`config.mk`:
```
export PLATFORM = sky130hd
export DESIGN_NAME = idu_fetch_rcv
export DESIGN_NICKNAME = d
export VERILOG_FILES = /design/src/rtl/idu_fetch_rcv_pkg.sv /design/src/rtl/idu_pkt_fifo.sv /design/src/rtl/idu_fetch_rcv.sv
export SDC_FILE = /design/constraint.sdc
export NUM_CORES = 1
export LEC_CHECK = 0
export ABC_AREA = 1
export CAP_MARGIN = 10
export CORE_MARGIN = 5
export CORE_UTILIZATION = 55
export CTS_BUF_LIST = sky130_fd_sc_hd__clkbuf_2
export DETAILED_ROUTE_END_ITERATION = 7
export PLACE_DENSITY = 0.86
export SYNTH_ARGS = -nofsm -noshare
export SYNTH_HDL_FRONTEND = slang
export SYNTH_SLANG_ARGS = --single-unit
```
`constraint.sdc`:
```
create_clock -name clk -period 3.3 [get_ports clk]
set_clock_uncertainty 0.2 [all_clocks]
set_input_delay 0.33 -clock clk [delete_from_list [all_inputs] [get_ports clk]]
set_output_delay 0.33 -clock clk [all_outputs]
set_load 0.005 [all_outputs]
```
`src/rtl/idu_fetch_rcv_pkg.sv`:
```
// Shared types and constants for the IDU fetch receiver: FSM states,
// interface widths and the buffered packet entry layout.
package idu_fetch_rcv_pkg;

  localparam int unsigned INS_W = 32;
  localparam int unsigned PKT_W = 64;
  localparam int unsigned PC_W  = 32;

  localparam logic [INS_W-1:0] WFI_ENC = 32'h10500073;

  typedef enum logic {
    IDU_FSM_RUN   = 1'b0,
    IDU_FSM_SLEEP = 1'b1
  } idu_fsm_e;

  // Packet pc is stored 8-byte aligned; lo_valid clears when pc[2] was set.
  typedef struct packed {
    logic [PKT_W-1:0] ins;
    logic [PC_W-4:0]  pc;
    logic             lo_valid;
  } idu_pkt_t;

endpackage

```
`src/rtl/idu_pkt_fifo.sv`:
```
// Registered packet FIFO for the fetch receiver; flush empties it in one cycle
// and takes priority over push and pop.
module idu_pkt_fifo
  import idu_fetch_rcv_pkg::*;
#(
  parameter int unsigned DEPTH = 2
) (
  input  logic                     clk,
  input  logic                     rst_n,
  input  logic                     push_i,
  input  logic                     pop_i,
  input  logic                     flush_i,
  input  idu_pkt_t                 din_i,
  output idu_pkt_t                 head_o,
  output logic                     full_o,
  output logic [$clog2(DEPTH):0]   count_o
);

  localparam int unsigned AW = $clog2(DEPTH);

  idu_pkt_t        mem_q [DEPTH];
  logic [AW-1:0]   wr_ptr_q, wr_ptr_d;
  logic [AW-1:0]   rd_ptr_q, rd_ptr_d;
  logic [AW:0]     count_q, count_d;
  logic            push_ok, pop_ok, empty;

  assign empty   = (count_q == '0);
  assign full_o  = (count_q == (AW+1)'(DEPTH));
  assign count_o = count_q;
  assign head_o  = mem_q[rd_ptr_q];

  assign push_ok = push_i & ~full_o & ~flush_i;
  assign pop_ok  = pop_i & ~empty & ~flush_i;

  always_comb begin
    wr_ptr_d = wr_ptr_q;
    rd_ptr_d = rd_ptr_q;
    count_d  = count_q;
    if (flush_i) begin
      wr_ptr_d = '0;
      rd_ptr_d = '0;
      count_d  = '0;
    end else begin
      if (push_ok) wr_ptr_d = wr_ptr_q + AW'(1);
      if (pop_ok)  rd_ptr_d = rd_ptr_q + AW'(1);
      count_d = count_q + (AW+1)'(push_ok) - (AW+1)'(pop_ok);
    end
  end

  always_ff @(posedge clk or negedge rst_n) begin
    if (!rst_n) begin
      wr_ptr_q <= '0;
      rd_ptr_q <= '0;
      count_q  <= '0;
      for (int unsigned i = 0; i < DEPTH; i++) mem_q[i] <= '0;
    end else begin
      wr_ptr_q <= wr_ptr_d;
      rd_ptr_q <= rd_ptr_d;
      count_q  <= count_d;
      if (push_ok) mem_q[wr_ptr_q] <= din_i;
    end
  end

endmodule

```
`src/rtl/idu_fetch_rcv.sv`:
```
// IDU fetch receiver: buffers 64-bit fetch packets and issues one 32-bit
// instruction per cycle, with branch flush and WFI sleep/wake handling.
module idu_fetch_rcv
  import idu_fetch_rcv_pkg::*;
#(
  parameter int unsigned      DEPTH   = 2,
  parameter logic [INS_W-1:0] WFI_INS = WFI_ENC
) (
  input  logic              clk,
  input  logic              rst_n,
  input  logic              ifu_idu_vld,
  input  logic [PKT_W-1:0]  ifu_idu_ins,
  input  logic [PC_W-1:0]   ifu_idu_pc,
  output logic              idu_ifu_rdy,
  output logic              idu_ifu_wfi,
  input  logic              alu_idu_br_vld,
  input  logic              irq_wake,
  input  logic              dec_idu_rdy,
  output logic              idu_dec_vld,
  output logic [INS_W-1:0]  idu_dec_ins,
  output logic [PC_W-1:0]   idu_dec_pc
);

  localparam int unsigned AW = $clog2(DEPTH);

  idu_fsm_e          state_q, state_d;
  logic              slot_q, slot_d;
  logic              wfi_q, wfi_d;

  idu_pkt_t          pkt_in, head;
  logic              fifo_full, fifo_empty;
  logic [AW:0]       fifo_cnt;
  logic              push, pop, fifo_flush;

  logic              run, eff_slot, issue, wfi_hit;
  logic [INS_W-1:0]  sel_ins;
  logic [PC_W-1:0]   sel_pc;
  logic              pc_lsb_unused;

  assign pc_lsb_unused = &{1'b0, ifu_idu_pc[1:0]};

  assign pkt_in = {ifu_idu_ins, ifu_idu_pc[PC_W-1:3], ~ifu_idu_pc[2]};

  assign run        = (state_q == IDU_FSM_RUN);
  assign fifo_empty = (fifo_cnt == '0);

  // A head packet whose low slot is invalid is issued from slot 1 directly.
  assign eff_slot = slot_q | ~head.lo_valid;
  assign sel_ins  = eff_slot ? head.ins[2*INS_W-1:INS_W] : head.ins[INS_W-1:0];
  assign sel_pc   = {head.pc, eff_slot, 2'b00};

  assign idu_dec_vld = run & ~fifo_empty;
  assign idu_dec_ins = idu_dec_vld ? sel_ins : '0;
  assign idu_dec_pc  = idu_dec_vld ? sel_pc  : '0;

  assign idu_ifu_rdy = run & ~fifo_full & ~alu_idu_br_vld;
  assign idu_ifu_wfi = wfi_q;

  assign issue      = idu_dec_vld & dec_idu_rdy;
  assign wfi_hit    = issue & (sel_ins == WFI_INS) & ~alu_idu_br_vld;
  assign push       = ifu_idu_vld & idu_ifu_rdy;
  assign pop        = issue & eff_slot;
  assign fifo_flush = alu_idu_br_vld | wfi_hit;

  idu_pkt_fifo #(
    .DEPTH (DEPTH)
  ) u_fifo (
    .clk     (clk),
    .rst_n   (rst_n),
    .push_i  (push),
    .pop_i   (pop),
    .flush_i (fifo_flush),
    .din_i   (pkt_in),
    .head_o  (head),
    .full_o  (fifo_full),
    .count_o (fifo_cnt)
  );

  always_comb begin
    state_d = state_q;
    slot_d  = slot_q;
    unique case (state_q)
      IDU_FSM_RUN:   if (wfi_hit) state_d = IDU_FSM_SLEEP;
      IDU_FSM_SLEEP: if (irq_wake | alu_idu_br_vld) state_d = IDU_FSM_RUN;
      default:       state_d = IDU_FSM_RUN;
    endcase
    if (fifo_flush)  slot_d = 1'b0;
    else if (issue)  slot_d = ~eff_slot;
    wfi_d = (state_d == IDU_FSM_RUN);
  end

  always_ff @(posedge clk or negedge rst_n) begin
    if (!rst_n) begin
      state_q <= IDU_FSM_RUN;
      slot_q  <= 1'b0;
      wfi_q   <= 1'b1;
    end else begin
      state_q <= state_d;
      slot_q  <= slot_d;
      wfi_q   <= wfi_d;
    end
  end

endmodule

```
After elaboration in Yosys (flattened, before gate mapping)

Cells that the tools add are included.

Input port bits: 102
Output and inout port bits: 67
Register bits: 195

Muxes and demuxes: 19
$lt $le $gt $ge: 3
Bitwise logic cells: 26
Add/sub/neg operators: 4
Reduce and logical (&&, ||, !) cells: 5
Equal/unequal tests: 2

Operators by type and width:

| kind                                                | number |
|---|---|
| 2-to-1 mux 94 bit                                   | 4 |
| bitwise mux 188 bit                                 | 1 |
| 2-to-1 mux 32 bit                                   | 3 |
| demux 94 bit (select 1 bit)                         | 1 |
| == test 32 x 29 -> 1 bit (second input constant)    | 1 |
| AND 1 bit                                           | 12 |
| NOT 1 bit                                           | 9 |
| 2-to-1 mux 1 bit                                    | 8 |
| nonzero test 2 bit                                  | 3 |
| >= comparator 2 bit (second input constant)         | 2 |
| NOT 1 -> 2 bit                                      | 2 |
| OR 1 bit                                            | 3 |
| adder 1 bit (second input constant)                 | 2 |
| adder 2 x 1 -> 2 bit                                | 1 |
| == test 2 bit (second input constant)               | 1 |
| zero test 2 bit                                     | 1 |
| < comparator 2 x 1 -> 1 bit (second input constant) | 1 |
| 2-to-1 mux 2 bit                                    | 1 |
| case mux 1 bit (2 select lines)                     | 1 |
| subtractor 2 x 1 -> 2 bit                           | 1 |
| logical AND 1 bit                                   | 1 |

Longest topological paths before layout

Gate-level depths: netlist (run 1).

Depth after elaboration: 16
Gate-level depth with buffers: 20
Depth with buffers taken out: 18

By module

A second synthesis (run 1) with hierarchy kept.

Cells, all modules: 1473
Area, all modules: 10163.5 um^2

Modules (own cells, without submodules):

| module        | instances | seq. area each (um^2) | area an instance (um^2) | cells each |
|---|---|---|---|---|
| idu_pkt_fifo  | 1         | 4804.6                | 8708.4                  | 1141 |
| idu_fetch_rcv | 1         | 76.3                  | 1455.1                  | 332 |

Least setup slack after synthesis (run 1)

No wires, ideal clock.

Path type: register -> register
From: reg u_fifo.rd_ptr_q
To: reg u_fifo.count_q[1] (netlist: u_fifo.count_o[1])
Path slack: 0.575 ns
Data required time: 3.027 ns
Period minus slack after synthesis: 2.725 ns
Setup time: 0.073 ns
Cell stages (with the launch flop): 20
Data arrival time: 2.452 ns
Path through: dfrtp_1 inv_2 nand2_1 nand2_2 nand2_2 buf_4 o21ai_1 nand2_1 nor2_1 nand2_1 nor2_1 nand3_2 buf_2 nand2_1 nor2_1 ha_1 inv_1 ha_1 xor2_1 nor2_1

Longest elaborated chain between the ends: 16
Elaborated cells between the ends (all ways): 19
Classes of those cells: 2 x add/sub; 1 x eq/ne; 5 x mux; 11 x bitwise

Ends and longest elaborated chain:

| what                                                     | RTL line                               | RTL |
|---|---|---|
| from (decl)                                              | idu_pkt_fifo.sv:23                     | `logic [AW-1:0] rd_ptr_q, rd_ptr_d;` |
| from (signal assigned)                                   | idu_pkt_fifo.sv:58                     | `rd_ptr_q <= rd_ptr_d;` |
| NOT 1 -> 2 bit (implied by the code) (*)                 | idu_pkt_fifo.sv:30                     | `assign head_o = mem_q[rd_ptr_q];` |
| 2-to-1 mux 94 bit (implied by the code) (*) (3 in a row) | idu_pkt_fifo.sv:30                     |  |
| NOT 1 bit                                                | idu_fetch_rcv.sv:48                    | `assign eff_slot = slot_q \| ~head.lo_valid;` |
| OR 1 bit                                                 | idu_fetch_rcv.sv:48                    |  |
| 2-to-1 mux 32 bit                                        | idu_fetch_rcv.sv:49                    | `assign sel_ins = eff_slot ? head.ins[2*INS_W-1:INS_W] : head.ins[INS_W-1:0];` |
| == test 32 x 29 -> 1 bit                                 | idu_fetch_rcv.sv:60                    | `assign wfi_hit = issue & (sel_ins == WFI_INS) & ~alu_idu_br_vld;` |
| AND 1 bit (2 in a row)                                   | idu_fetch_rcv.sv:60                    |  |
| OR 1 bit                                                 | idu_fetch_rcv.sv:63                    | `assign fifo_flush = alu_idu_br_vld \| wfi_hit;` |
| NOT 1 bit                                                | idu_pkt_fifo.sv:32, idu_pkt_fifo.sv:33 |  |
| AND 1 bit                                                | idu_pkt_fifo.sv:32                     | `assign push_ok = push_i & ~full_o & ~flush_i;` |
| adder 2 x 1 -> 2 bit                                     | idu_pkt_fifo.sv:46                     | `count_d = count_q + (AW+1)'(push_ok) - (AW+1)'(pop_ok);` |
| subtractor 2 x 1 -> 2 bit                                | idu_pkt_fifo.sv:46                     |  |
| 2-to-1 mux 2 bit (*)                                     | idu_pkt_fifo.sv:39                     | `if (flush_i) begin` |
| net u_fifo.count_d[1]                                    | idu_pkt_fifo.sv:24                     | `logic [AW:0] count_q, count_d;` |
| to (signal assigned)                                     | idu_pkt_fifo.sv:59                     | `count_q <= count_d;` |
| to (decl)                                                | idu_pkt_fifo.sv:24                     |  |

Mark *: on every way through the listed nets, which the timed path passes. The rest lies on a longest branch. The select of a mux whose other input is x is not followed.
A chain may end at the register's enable or synchronous reset.

Worst setup path in the final report (run 1)

From: reg u_fifo.rd_ptr_q
To: out idu_dec_ins[20]

Longest elaborated chain between the ends: 8

Ends and longest elaborated chain:

| what                                                     | RTL line            | RTL |
|---|---|---|
| NOT 1 -> 2 bit (implied by the code) (*)                 | idu_pkt_fifo.sv:30  |  |
| 2-to-1 mux 94 bit (implied by the code) (*) (3 in a row) | idu_pkt_fifo.sv:30  |  |
| NOT 1 bit                                                | idu_fetch_rcv.sv:48 |  |
| OR 1 bit                                                 | idu_fetch_rcv.sv:48 |  |
| 2-to-1 mux 32 bit (*)                                    | idu_fetch_rcv.sv:49 |  |
| 2-to-1 mux 32 bit (*)                                    | idu_fetch_rcv.sv:53 | `assign idu_dec_ins = idu_dec_vld ? sel_ins : '0;` |
| to (decl)                                                | idu_fetch_rcv.sv:20 | `output logic [INS_W-1:0] idu_dec_ins,` |

Mark *: on every way between the ends. The rest lies on a longest branch, timed or not. The select of a mux whose other input is x is not followed.

==> summary.md, run 1 <==
| Metric | Value |
|---|---|
| Worst slew margin | 0.409 |
| DPL Wire Length | 18500 um |
| Syn avg cell area | 7.20 um2 |
| Vias in the first global route | 10600 |
| Reg area | 4890 um2 |
| Starting Density | 0.564 |
| Site Rows | 49 |
| Syn Std Cell Area | 10200 um2 |
| Layout fillers | 1247 |
| Cell count after synthesis | 1421 |
| Fmax | 302 MHz |
| CTS Buf Count | 17 |
| IO Pins | 169 |
| Worst-path cell chain | inv_4, nand2_1, nand2_2, nand2_4, buf_12, buf_16, o21ai_1, nor2_1, clkdlybuf4s50_1 |
| ANT nets after route | 0 |
| Dominant cells by area after synthesis | dfrtp_1 (47%), nand2_1 (25%), nand4_1 (12%) |
| Maxcap violations | 0 |
| Worst vdd ir | 0.311 mV |
| Vias per std cell | 5.73 |
| Setup tns final | -0.0103 ns |
| Fin. max-slew vios | 0 |
| Vias post-DR | 10800 |
| Total Wirelength | 32100 um |
| Status | finished with violations |
| First-pass GRT wire length | 52400 um |
| Finished Cell Area | 13700 um2 |
| CTS Sinks | 195 |
| Port bufs | 164 |
| DR WL/cell | 17.1 um |
| GPL Wtd Cong | 0.856 |
| CTS tree | done |
| Slack of the critical path | -0.0103 ns |
| Area leader, netlist | dfrtp_1 |
| Area Growth Syn to Fin | 33.5% |
| Final Total Pwr | 8.40 mW |
| CP max stage cell | dfrtp_4 |
| Core Region | 18100 um2 |
| Min Tclk post-route | 3.31 ns |
| Crit path buffers/inverters | 4 |
| Worst EP required | 2.77 ns |
| Clk root buf | clkbuf_2 |
| Hold/Removal Path Class | in2reg |
| Post-synth cell types | 27 |
| Grt ovf | 0 |
| Pwr dens | 615 nW/um2 |
| Initial antenna violation count | 3 |
| Top cell type's share of synthesized area | 0.474 |
| Cell Count Post-Placement | 1738 |
| CP peak stage delay | 0.57 ns |
| Slew @ Worst Pin | 0.887 ns |
| Critical path data arrival time | 2.78 ns |
| Crit path max-delay family | buffers and inverters |
| Seq cells post-synth | 195 |
| Unrepaired setup endpoints after global routing | true |
| Die width | 146 um |
| CP endpoint kind | primary output |
| Nets@finish | 1737 |
| Area of the multi-input gates | 4540 um2 |
| Static leakage | 7.34 nW |
| CTS Buffer Depth | 2 |
| Tot GR Track Use | 0.298 |
| H-tree levels | 4 |
| Die Y | 146 um |
| Final Hold Fails | 0 |
| Warnings from Yosys | 0 |
| First DRT Iteration DRCs | 1276 |
| Die Area | 21400 um2 |
| Post-Place Cell Area | 12200 um2 |
| # setup viols final | 1 |
| CTS clock-pin slew for the worst setup and hold paths | 0.26 ns |
| # DRC | 0 |
| Crit path launch type | flop |
| Clk_lat worst skew | 0.80 ns |
| Share of cells above drive strength 1 | 0.0693 |
| Non-Filler Instances | 1877 |
| Seq/Total Area, Yosys | 0.477 |
| DR pass1 iterations | 5 |
| Class of the most critical setup path | reg2out |
| Pre-CTS setup slack | 0.186 ns |
| Largest net degree at the start of global routing | 85 |
| Worst Path Max Fanout | 14 |
| Period utilization | 1.00 |
| Violated checks | setup timing |
## final timing paths
kind	start	end	slack [ns]	depth (start not counted)
setup / recovery	u_fifo.rd_ptr_q$_DFFE_PN0P_	idu_dec_ins[20]	-0.01	9
hold / removal	ifu_idu_pc[2]	u_fifo.mem_q[94]$_DFFE_PN0P_	0.05	4
setup reg to reg	u_fifo.rd_ptr_q$_DFFE_PN0P_	u_fifo.count_o[1]$_DFF_PN0_	0.20	18
hold reg to reg	u_fifo.mem_q[59]$_DFFE_PN0P_	u_fifo.mem_q[59]$_DFFE_PN0P_	0.31	2
max in group asynchronous	rst_n	u_fifo.wr_ptr_q$_DFFE_PN0P_	2.03	4
min in group asynchronous	rst_n	idu_ifu_wfi$_DFF_PN1_	0.39	3
## cells by family after synthesis
| family | synth area share |
|---|---|
| AO/OA/AOI/OAI | 0.0287 |
| XOR/XNOR | 0.00257 |
| adder cells (fa/ha/maj) | 0.00245 |
| buffers and inverters | 0.0888 |
| flip-flops | 0.477 |
| other | 0.000366 |
| AND/OR/NAND/NOR | 0.400 |
## sequential cells by signal, summed over array words and instances, names as in the netlist
signal / count
idu_ifu_wfi: 1
slot_q: 1
state_q: 1
u_fifo.count_o: 2
u_fifo.mem_q: 188
u_fifo.rd_ptr_q: 1
u_fifo.wr_ptr_q: 1
## metal layers
layer / wire length [um] / GRT usage / share of wire / up-vias
met5: 13 / 0 / 0.00041 / -
met4: 1250 / 0.148 / 0.039 / 2
met3: 2770 / 0.0651 / 0.086 / 102
met2: 15900 / 0.499 / 0.50 / 577
met1: 12100 / 0.364 / 0.38 / 5089
li1: - / - / - / 4982
## report_power, final
part	internal (mW)	switching [mW]	total [mW]	leakage (nW)
clock	0.368	0.882	1.25	0.141
sequential	3.19	0.466	3.66	2.44
combinational	1.49	2.01	3.49	4.77
## synthesized netlist by cell type
master      n
nand2_1   688
dfrtp_1   194
nand4_1   190
inv_1      91
nor2_1     51
clkbuf_1   46
buf_2      36
o21ai_0    31
buf_1      18
buf_4      18
nand3_1    16
o21ai_1    16
a21oi_1     4
or2_2       3
a21boi_0    2
ha_1        2
inv_2       2
nand2_2     2
nand3_2     2
xor2_1      2
a211oi_1    1
a21oi_2     1
clkinv_1    1
conb_1      1
dfstp_2     1
o211ai_1    1
xnor2_1     1
## worst register-to-register path: cells and delay by family (launching register included)
| family | cells | cell delay (ns) |
|---|---|---|
| XOR/XNOR | 1 | 0.16 |
| AND/OR/NAND/NOR | 8 | 0.72 |
| buffers and inverters | 5 | 0.65 |
| flip-flops | 1 | 0.57 |
| adder cells (fa/ha/maj) | 2 | 0.43 |
| AO/OA/AOI/OAI | 2 | 0.34 |
## what timing repair did
| action | in CTS | in global routing |
|---|---|---|
| gates cloned | 2 | 0 |
| pin swaps | 0 | 3 |
| hold endpoints to repair | 383 | 0 |
| setup buffers | 4 | 1 |
| hold buffers | 98 | 0 |
| setup endpoints to repair | 57 | 64 |
| gates resized for setup | 26 | 29 |
## through the flow
stage | hold WS, ns | utilization
detailed placement | 0.232 | 0.670
CTS | 0.0111 | 0.748
floorplan | -0.166 | -
global placement | 0.227 | 0.670
global route | 0.0626 | 0.753
finish | 0.0475 | 0.753
## layout by cell type, fill, tap and decap left out, types with 3 or more instances in the layout
cell             Yosys  routed
a21oi_2              1       3
buf_12               0      18
buf_4               18      23
buf_6                0       3
clkbuf_2             0      17
clkdlybuf4s50_1      0     144
clkinvlp_4           0       4
dfrtp_1            194     192
dlygate4sd2_1        0       6
dlygate4sd3_1        0      97
dlymetal6s2s_1       0      13
inv_1               91      89
inv_6                0       7
nand2_1            688     688
nand3_1             16      15
nand3_4              0       3
nand4_1            190     190
nor2_1              51      50
o21ai_0             31      24
o21ai_1             16      11
o21ai_2              0      12
or2_2                3       3
## layout make-up
cell class / instances / share of cell area
well taps: 229 / 0.0210
inverters: 94 / 0.0265
clock buffers: 17 / 0.00623
repair buffers: 310 / 0.243
flip-flops and latches: 195 / 0.358
clock inverters: 15 / 0.0123
diodes: 2 / 0.000366
multi-input cells: 1015 / 0.332
(Power assumes the default switching activity.)
==> run 2: changes to the inputs <==
Settings changed: CAP_MARGIN 10 to 20.
==> results of run 2 <==
No change in the layout: final DEF, timing and power equal those of run 1.
